### config.mk
export PLATFORM = sky130hd
export DESIGN_NAME = acs_cmp_scheduler_flat
export DESIGN_NICKNAME = d
export VERILOG_FILES = /design/src/rtl/acs_cmp_scheduler_if.sv /design/src/rtl/acs_cmp_scheduler.sv /design/src/flat_wrapper.sv
export SDC_FILE = /design/constraint.sdc
export NUM_CORES = 1
export LEC_CHECK = 0
export CAP_MARGIN = 15
export CORE_UTILIZATION = 60
export DETAILED_ROUTE_END_ITERATION = 6
export PLACE_DENSITY = 0.94
export SKIP_LAST_GASP = 1
export SLEW_MARGIN = 5
export SYNTH_ARGS = -nofsm -noshare
export SYNTH_HDL_FRONTEND = slang
export SYNTH_SLANG_ARGS = --single-unit
### constraint.sdc
create_clock -name clk -period 10.83 [get_ports clk]
set_input_delay 2.166 -clock clk [delete_from_list [all_inputs] [get_ports clk]]
set_output_delay 2.166 -clock clk [all_outputs]
set_load 0.02 [all_outputs]
### src/rtl/acs_cmp_scheduler_if.sv
`default_nettype none
// ============================================================================
//  Module      : acs_cmp_scheduler_if
//  Description : Bus bundle for the ACS sequencer.
//                start/pm_in/bm_in : one trellis step request plus old metrics
//                                    and branch metrics
//                cmp_a/cmp_b/cmp_alb : shared external signed comparator
//                busy/done/pm_out/dec_out : status, normalised metrics,
//                                    survivor decisions
//                The slave modport is the sequencer. The master modport is
//                its environment, which also supplies the comparator result.
//  Revision    : 1.0  initial release
// ============================================================================
interface acs_cmp_scheduler_if #(
    parameter int NUM_STATES = 4,
    parameter int PM_W       = 6,
    parameter int BM_W       = 2
);
    logic                         start;
    logic [NUM_STATES*PM_W-1:0]   pm_in;
    logic [2*NUM_STATES*BM_W-1:0] bm_in;
    logic [PM_W-1:0]              cmp_a;
    logic [PM_W-1:0]              cmp_b;
    logic                         cmp_alb;
    logic                         busy;
    logic                         done;
    logic [NUM_STATES*PM_W-1:0]   pm_out;
    logic [NUM_STATES-1:0]        dec_out;

    modport master (
        output start, pm_in, bm_in, cmp_alb,
        input  cmp_a, cmp_b, busy, done, pm_out, dec_out
    );

    modport slave (
        input  start, pm_in, bm_in, cmp_alb,
        output cmp_a, cmp_b, busy, done, pm_out, dec_out
    );
endinterface
`default_nettype wire

### src/rtl/acs_cmp_scheduler.sv
`default_nettype none
// ============================================================================
//  Module      : acs_cmp_scheduler
//  Description : Add-compare-select sequencer for the Viterbi path-metric
//                unit. One shared signed comparator is used for two jobs.
//                First it runs the ACS for each trellis state, one state per
//                cycle. Then it searches for the minimum new metric, and
//                every metric is normalised by that minimum.
//  Ports       : clk    - clock, rising edge
//                rst_n  - asynchronous active-low reset
//                bus    - acs_cmp_scheduler_if.slave. It carries start,
//                         pm_in and bm_in; the comparator operands and
//                         result; and busy, done, pm_out and dec_out.
//  Revision    : 1.0  initial release
// ============================================================================
module acs_cmp_scheduler #(
    parameter int NUM_STATES = 4,
    parameter int PM_W       = 6,
    parameter int BM_W       = 2
) (
    input  wire logic          clk,
    input  wire logic          rst_n,
    acs_cmp_scheduler_if.slave bus
);
    localparam int              c_IDX_W  = $clog2(NUM_STATES);
    localparam logic [c_IDX_W-1:0] c_LAST = c_IDX_W'(NUM_STATES - 1);
    localparam logic [c_IDX_W-1:0] c_ONE  = c_IDX_W'(1);
    // Largest positive value. Saturating here keeps operands positive for the signed comparator.
    localparam logic [PM_W-1:0] c_PM_MAX = {1'b0, {(PM_W-1){1'b1}}};

    typedef enum logic [1:0] {
        S_IDLE = 2'd0,
        S_ACS  = 2'd1,
        S_MIN  = 2'd2,
        S_NORM = 2'd3
    } state_t;

    state_t                r_state;
    state_t                w_state_nxt;
    logic [c_IDX_W-1:0]    r_idx;
    logic [PM_W-1:0]       r_pm_old [NUM_STATES];
    logic [BM_W-1:0]       r_bm     [2*NUM_STATES];
    logic [PM_W-1:0]       r_new_pm [NUM_STATES];
    logic [NUM_STATES-1:0] r_dec;
    logic [PM_W-1:0]       r_min;
    logic [PM_W-1:0]       r_pm_out [NUM_STATES];
    logic [NUM_STATES-1:0] r_dec_out;
    logic                  r_done;

    logic [c_IDX_W-1:0]    w_p0;
    logic [c_IDX_W-1:0]    w_p1;
    logic [PM_W-1:0]       w_cand0;
    logic [PM_W-1:0]       w_cand1;
    logic [PM_W-1:0]       w_cmp_a;
    logic [PM_W-1:0]       w_cmp_b;

    function automatic logic [PM_W-1:0] sat_add(input logic [PM_W-1:0] pm,
                                                 input logic [BM_W-1:0] bm);
        logic [PM_W:0] sum;
        sum = {1'b0, pm} + {{(PM_W+1-BM_W){1'b0}}, bm};
        return (sum > {1'b0, c_PM_MAX}) ? c_PM_MAX : sum[PM_W-1:0];
    endfunction

    // Predecessors of state s are {s[M-2:0],0} and {s[M-2:0],1}. The shift drops the top bit of idx.
    assign w_p0    = r_idx << 1;
    assign w_p1    = w_p0 | c_ONE;
    assign w_cand0 = sat_add(r_pm_old[w_p0], r_bm[{r_idx, 1'b0}]);
    assign w_cand1 = sat_add(r_pm_old[w_p1], r_bm[{r_idx, 1'b1}]);

    always_ff @(posedge clk or negedge rst_n) begin
        if (!rst_n) r_state <= S_IDLE;
        else        r_state <= w_state_nxt;
    end

    always_comb begin
        w_state_nxt = r_state;
        w_cmp_a     = '0;
        w_cmp_b     = '0;
        case (r_state)
            S_IDLE: if (bus.start) w_state_nxt = S_ACS;
            S_ACS: begin
                w_cmp_a = w_cand1;
                w_cmp_b = w_cand0;
                if (r_idx == c_LAST) w_state_nxt = S_MIN;
            end
            S_MIN: begin
                w_cmp_a = r_new_pm[r_idx];
                w_cmp_b = r_min;
                if (r_idx == c_LAST) w_state_nxt = S_NORM;
            end
            S_NORM:  w_state_nxt = S_IDLE;
            default: w_state_nxt = S_IDLE;
        endcase
    end

    always_ff @(posedge clk or negedge rst_n) begin
        if (!rst_n) begin
            r_idx     <= '0;
            r_dec     <= '0;
            r_min     <= '0;
            r_dec_out <= '0;
            r_done    <= 1'b0;
            for (int i = 0; i < NUM_STATES; i++) begin
                r_pm_old[i] <= '0;
                r_new_pm[i] <= '0;
                r_pm_out[i] <= '0;
            end
            for (int i = 0; i < 2*NUM_STATES; i++) r_bm[i] <= '0;
        end else begin
            r_done <= 1'b0;
            case (r_state)
                S_IDLE: if (bus.start) begin
                    r_idx <= '0;
                    for (int i = 0; i < NUM_STATES; i++)
                        r_pm_old[i] <= bus.pm_in[i*PM_W +: PM_W];
                    for (int i = 0; i < 2*NUM_STATES; i++)
                        r_bm[i] <= bus.bm_in[i*BM_W +: BM_W];
                end
                S_ACS: begin
                    // A tie keeps pred0 because cand1 must be strictly smaller.
                    r_new_pm[r_idx] <= bus.cmp_alb ? w_cand1 : w_cand0;
                    r_dec[r_idx]    <= bus.cmp_alb;
                    if (r_idx == c_LAST) begin
                        r_min <= r_new_pm[0];
                        r_idx <= c_ONE;
                    end else begin
                        r_idx <= r_idx + c_ONE;
                    end
                end
                S_MIN: begin
                    if (bus.cmp_alb) r_min <= r_new_pm[r_idx];
                    r_idx <= r_idx + c_ONE;
                end
                S_NORM: begin
                    for (int i = 0; i < NUM_STATES; i++)
                        r_pm_out[i] <= r_new_pm[i] - r_min;
                    r_dec_out <= r_dec;
                    r_done    <= 1'b1;
                end
                default: ;
            endcase
        end
    end

    generate
        for (genvar s = 0; s < NUM_STATES; s++) begin : g_pack_pm
            assign bus.pm_out[s*PM_W +: PM_W] = r_pm_out[s];
        end
    endgenerate

    assign bus.cmp_a   = w_cmp_a;
    assign bus.cmp_b   = w_cmp_b;
    assign bus.busy    = (r_state != S_IDLE);
    assign bus.done    = r_done;
    assign bus.dec_out = r_dec_out;
endmodule
`default_nettype wire
### src/flat_wrapper.sv
// flat-port wrapper written by rule: the top's interface ports become plain ports
module acs_cmp_scheduler_flat 
#(
    parameter int NUM_STATES = 4,
    parameter int PM_W       = 6,
    parameter int BM_W       = 2
)
  (clk, rst_n, bus_start, bus_pm_in, bus_bm_in, bus_cmp_alb, bus_cmp_a, bus_cmp_b, bus_busy, bus_done, bus_pm_out, bus_dec_out);
  acs_cmp_scheduler_if #(.NUM_STATES(NUM_STATES), .PM_W(PM_W), .BM_W(BM_W)) bus_i ();
  input  wire logic clk;
  input  wire logic rst_n;
  input wire logic [$bits(bus_i.start)-1:0] bus_start;
  input wire logic [$bits(bus_i.pm_in)-1:0] bus_pm_in;
  input wire logic [$bits(bus_i.bm_in)-1:0] bus_bm_in;
  input wire logic [$bits(bus_i.cmp_alb)-1:0] bus_cmp_alb;
  output wire logic [$bits(bus_i.cmp_a)-1:0] bus_cmp_a;
  output wire logic [$bits(bus_i.cmp_b)-1:0] bus_cmp_b;
  output wire logic [$bits(bus_i.busy)-1:0] bus_busy;
  output wire logic [$bits(bus_i.done)-1:0] bus_done;
  output wire logic [$bits(bus_i.pm_out)-1:0] bus_pm_out;
  output wire logic [$bits(bus_i.dec_out)-1:0] bus_dec_out;
  assign bus_i.start = bus_start;
  assign bus_i.pm_in = bus_pm_in;
  assign bus_i.bm_in = bus_bm_in;
  assign bus_i.cmp_alb = bus_cmp_alb;
  assign bus_cmp_a = bus_i.cmp_a;
  assign bus_cmp_b = bus_i.cmp_b;
  assign bus_busy = bus_i.busy;
  assign bus_done = bus_i.done;
  assign bus_pm_out = bus_i.pm_out;
  assign bus_dec_out = bus_i.dec_out;
  acs_cmp_scheduler #(.NUM_STATES(NUM_STATES), .PM_W(PM_W), .BM_W(BM_W)) u_core (.clk(clk), .rst_n(rst_n), .bus(bus_i));
endmodule
* Yosys cells after proc, flatten, opt, wreduce, memory -nomap -nowiden *
Cells that the tools add are included.
W data, S select, Z words.

storage, ports and cells
  output and inout bits = 42
  logic and storage cells = 103
  register bits after elaboration = 107
  input port bits = 44

operators by class
  magnitude comparators = 10
  reduce and logical (&&, ||, !) cells = 10
  bitwise logic cells = 5
  add/sub/neg operators = 7
  muxes and demuxes = 37
  equal/unequal tests = 8

operator list
  cell                  count
  $mux W6               12
  $bmux W6 S2           3
  $pmux W6 S2           3
  $bwmux W24            1
  $sub A6 B6 Y6         4
  $mux W2               9
  $add A6 B2 Y7         2
  $gt A7 B5 Y1 const B  2
  $bmux W2 S3           2
  $demux W6 S2          1
  $ge A3 B3 Y1 const B  3
  $not A2 Y3            3
  $ge A4 B4 Y1 const B  2
  $not A3 Y4            2
  $pmux W2 S4           1
  $eq A2 B2 Y1 const B  3
  $pmux W2 S3           1
  $reduce_and A3 Y1     2
  $bwmux W4             1
  $ne A2 B1 Y1 const B  2
  $ne A2 B2 Y1 const B  2
  $reduce_and A2 Y1     2
  $reduce_bool A2 Y1    2
  $lt A2 B3 Y1 const B  1
  other kinds (9)       11

* Depth between registers and ports, before layout *
  depth after elaboration = 9
  mapped depth = 14
  mapped depth without buffers = 9

* Least setup slack after synthesis *
OpenSTA, ideal clock, no wires.

  path type = register to output
  from = reg u_core.r_idx[0]
  to = out bus_cmp_a[2]
  cell stages (with the launch flop) = 15
  buffers on the path = 5
  path slack = 5.187 ns
  required time = 8.664 ns
  arrival time = 3.477 ns
  cell sequence = dfrtp_1 buf_4 buf_4 buf_4 buf_4 buf_2 mux4_2 ha_1 inv_1 fa_1 nor4bb_1 nor3_1 mux2i_1 o21ai_0 a21boi_0

between the ends
  cells in the longest elaborated chain, start to end = 8
  elaborated cells between the ends (all ways) = 16
  those cells by class = add/sub (1); order compare (1); mux (11); bitwise (3)

ends and longest elaborated chain
  element                                                                 RTL line                  text
  start, declared                                                         acs_cmp_scheduler.sv:40   logic [c_IDX_W-1:0] r_idx;
  start signal, assigned                                                  acs_cmp_scheduler.sv:125  r_idx <= c_ONE;
  start signal, assigned                                                  acs_cmp_scheduler.sv:127  r_idx <= r_idx + c_ONE;
  start signal, assigned                                                  acs_cmp_scheduler.sv:132  r_idx <= r_idx + c_ONE;
  $not A3 Y4 (not written as such) or $not A2 Y3 (tied branches)          acs_cmp_scheduler.sv:68   assign w_cand1 = sat_add(r_pm_old[w_p1], r_bm[{r_idx, 1'b1}]);
  $bmux W2 S3 or $bmux W6 S2 (tied branches)                              acs_cmp_scheduler.sv:68
  $mux W2 (not written as such) or $mux W6 (tied branches) (2 in series)  acs_cmp_scheduler.sv:68
  $add A6 B2 Y7                                                           acs_cmp_scheduler.sv:60   sum = {1'b0, pm} + {{(PM_W+1-BM_W){1'b0}}, bm};
  $gt A7 B5 Y1                                                            acs_cmp_scheduler.sv:61   return (sum > {1'b0, c_PM_MAX}) ? c_PM_MAX : sum[PM_W-1:0];
  $mux W6                                                                 acs_cmp_scheduler.sv:61
  $pmux W6 S2 *                                                           acs_cmp_scheduler.sv:79   case (r_state)
  end, declared                                                           flat_wrapper.sv:16        output wire logic [$bits(bus_i.cmp_a)-1:0] bus_cmp_a;

Every way passes the cells marked *; elsewhere a longest branch is shown, timed or not. The select of a mux whose other input is x is not followed.

* Worst setup path in the final report *
  from = reg u_core.r_idx[0]
  to = out bus_cmp_b[4]

between the ends
  cells in the longest elaborated chain, start to end = 8
  elaborated cells between the ends (all ways) = 12
  those cells by class = add/sub (1); order compare (1); mux (8); bitwise (2)

ends and longest elaborated chain
  element                                                                 RTL line                 text
  $not A3 Y4 (not written as such) or $not A2 Y3 (tied branches)          acs_cmp_scheduler.sv:67  assign w_cand0 = sat_add(r_pm_old[w_p0], r_bm[{r_idx, 1'b0}]);
  $bmux W2 S3 or $bmux W6 S2 (tied branches)                              acs_cmp_scheduler.sv:67
  $mux W2 (not written as such) or $mux W6 (tied branches) (2 in series)  acs_cmp_scheduler.sv:67
  $add A6 B2 Y7 *                                                         acs_cmp_scheduler.sv:60
  $gt A7 B5 Y1                                                            acs_cmp_scheduler.sv:61
  $mux W6 *                                                               acs_cmp_scheduler.sv:61
  $pmux W6 S2 *                                                           acs_cmp_scheduler.sv:79
  end, declared                                                           flat_wrapper.sv:17       output wire logic [$bits(bus_i.cmp_b)-1:0] bus_cmp_b;

Marked as above.

==> results.md <==
* Diodes inserted at 0
* Slowest CP cell: mux4_2
* Antenna viol nets, final at 0
* Pins Over Slew Limit at 0
* Asr flop ratio synth at 100%
* #FFs+latches synth at 107
* Crit-path cells: buf_4 -> mux4_2 -> ha_1 -> a21oi_1 -> or4b_1 -> a221o_1 -> a22oi_1 -> nor2b_1 -> clkdlybuf4s50_1
* Worst Tran Pin Value at 1050 ps
* Syn Nets at 631
* Yosys warning total at 0
* Chip height at 103 um
* DRT Wirelength at 13900 um
* GP Congestion at 0.873
* Top_reg_cell synth: dfrtp_1
* CTS Sinks at 107
* Post-synth EDFFs at 0
* Status: complete, no violations
* Overall die width at 103 um
* Worst r2r src: u_core.r_idx[0]
* Core area at 9820 sq um
* Syn_area_per_cell at 11.1 sq um
* Row cnt at 36
* Clock root cell: clkbuf_8
* CTS tree: built
* Critical path class: reg2out
* Global Route Usage Sum at 28.7%
* Clk_lat worst skew at 380 ps
* Hold path startpoint: u_core.r_dec[2]
* Startpoint types: flip-flop
* Area Growth Syn to Fin at 19.1%
* Synthesized area at 6080 sq um
* Synth area leaders: dfrtp_1 44%, mux2_2 14%, ha_1 7.2%
* Drt via density at 6.04
* Top Family by Delay on Critical Path: buffers and inverters
* Io pins at 86
* Worst clock skew at 21.7 ps
* Slew headroom at 29.9%
* Initial DRC Count at 264
* Antenna violations before repair at 0
* CP endpoint kind: output port
* WHS Endpoint: u_core.r_dec[2]
* HP Class: reg2reg
* Starting Density at 61.9%
* Number of buffers created by CTS at 9
* Top cells by count, synth: 107 x dfrtp_1, 73 x mux2_2, 43 x inv_1
* Critical Path Fanout Max at 44
* Die ar. at 10500 sq um
* Post-route core utilization at 73.8%
* Max Clk Rate at 159 MHz
* # nets final at 708
* Tcrit/Tclk final at 58.0%
* WP buf/inv at 2
* Total design power at 2.59 mW
* Synth top area share at 44.0%
* Post-DP HPWL at 10200 um
* Final Hold Vio Count at 0
* DR DRC count at 0
* Worst Path Arrival at 4110 ps
* Vias in the first global route at 4814
* Clock-pin slew on the worst setup and hold paths at 100 ps
* Seq/Total Area, Yosys at 44.0%
* First-pass iteration count of the detailed router at 5
* Setup Buffers After CTS at 0
* Largest net degree at the start of global routing at 86
* Cell count after synthesis at 546
* CTS max path bufs at 2
* H-tree depth at 3
* Post-CTS Resized at 0
* Layout cells sized above 1 at 17.4%
* RSZ-0062 raised after global routing: no
* R2r setup slk at 7200 ps
* Wirelength per Cell at 18.2 um
* Most area-hungry cell type in the Yosys netlist: dfrtp_1
* Tmin final at 6280 ps
* P_leak at 3.16 nW
* Most frequent cell after synthesis: dfrtp_1
* Critical Path RT at 8660 ps
* IO buf count at 85
* Unique cell type count in the Yosys netlist at 48
* First-pass GRT wire length at 22800 um
* Max Cap Violations at 0
* Worst reg2reg path depth at 8
* GR Overflow Total at 0
* Worst vdd ir at 0.152 mV
* Max stage delay on crit path at 620 ps
* Hold_buf cts at 0
* Sum Neg Setup Slack at 0 ps
* Final setup violation count at 0
* Worst R2R End: u_core.r_new_pm[10]
* Worst hold stages at 2
* Cell area power density at 357 nW/um^2
* Via Count at 4594
layer usage:
layer	up-vias	global-route usage, %	wire length, um
li1	2075	-	-
met1	2269	33.7	5460
met2	196	49.7	7120
met3	54	4.68	737
met4	0	17.0	552
met5	-	0	0
stage by stage:
stage               setup WS (ps)  area [sq um]  std cells  hold slack [ps]
floorplan                    5190          6080        546              441
global placement             5190          7020        745              472
detailed placement           5020          7020        745              491
CTS                          4560          7240        761              510
global route                 4240          7240        761              535
finish                       4550          7240        761              514
layout by cell type, fill, tap and decap left out, types with 3 or more instances in the layout:
master           Yosys  routed
a211o_1              9       9
a21boi_0             4       4
a21oi_1             14      14
a22oi_1              3       3
a31oi_1              4       4
and2_1               6       6
and3_1               5       5
buf_4                4       5
clkbuf_8             0       9
clkdlybuf4s50_1      0      84
dfrtp_1            107     107
fa_1                 6       6
ha_1                35      35
inv_1               43      43
inv_6                0       3
mux2_2              73      73
mux2i_1             19      19
mux4_2              10      10
nand2_1             41      41
nand2b_1             6       6
nand3_1             15      15
nand3b_1             5       5
nor2_1              24      24
nor2b_1              9       9
nor3_1              14      14
o211ai_1             3       3
o21ai_0             24      24
o22ai_1              4       4
o31ai_1              6       6
xnor2_1             10      10
xor2_1               4       4
kinds of logic (layout without fill, tap and decap cells):
logic type               after synthesis  after routing  synth area share (%)
AO/OA/AOI/OAI                         79             79                  8.52
XOR/XNOR                              14             14                  2.02
adder cells (fa/ha/maj)               41             41                  9.18
buffers and inverters                 66            148                  4.34
flip-flops                           107            107                  44.0
multiplexers                         103            103                  20.6
AND/OR/NAND/NOR                      136            136                  11.3
registers in the layout (all words and copies together) (netlist names):
signal	flops
u_core.bus.dec_out	4
u_core.bus.done	1
u_core.bus.pm_out	24
u_core.r_bm	16
u_core.r_dec	4
u_core.r_idx	2
u_core.r_min	6
u_core.r_new_pm	24
u_core.r_pm_old	24
u_core.r_state	2
area by class of cell:
cell class / instances / area [sq um]
multi-input cells: 373 / 3140
flip-flops and latches: 107 / 2680
fillers: 687 / 2580
repair buffers: 89 / 878
well taps: 133 / 166
inverters: 43 / 161
clock buffers: 9 / 124
clock inverters: 7 / 96.3
worst min-delay path: cells and delay by family (launching register included):
family | cells | cell delay (ps)
DFF | 1 | 370
and+or+nand+nor | 2 | 120
where the power goes:
group	leakage (nW)	total, mW	internal, mW	switching (mW)
combinational	1.78	1.54	0.732	0.812
sequential	1.26	0.767	0.599	0.168
clock	0.114	0.275	0.132	0.143
total	3.16	2.59	1.46	1.12
worst max-delay path by stage:
stage                               start           end  slack [ps]  cells past startpoint
after detailed placement  u_core.r_idx[0]  bus_cmp_a[0]        5020                      9
after global routing      u_core.r_idx[0]  bus_cmp_a[2]        4240                      9
after CTS                 u_core.r_idx[0]  bus_cmp_b[4]        4560                      9
after floorplan           u_core.r_idx[0]  bus_cmp_a[2]        5190                     14
final                     u_core.r_idx[0]  bus_cmp_b[4]        4550                      9
after global placement    u_core.r_idx[0]  bus_cmp_b[4]        5190                      9
(Power assumes the default switching activity.)
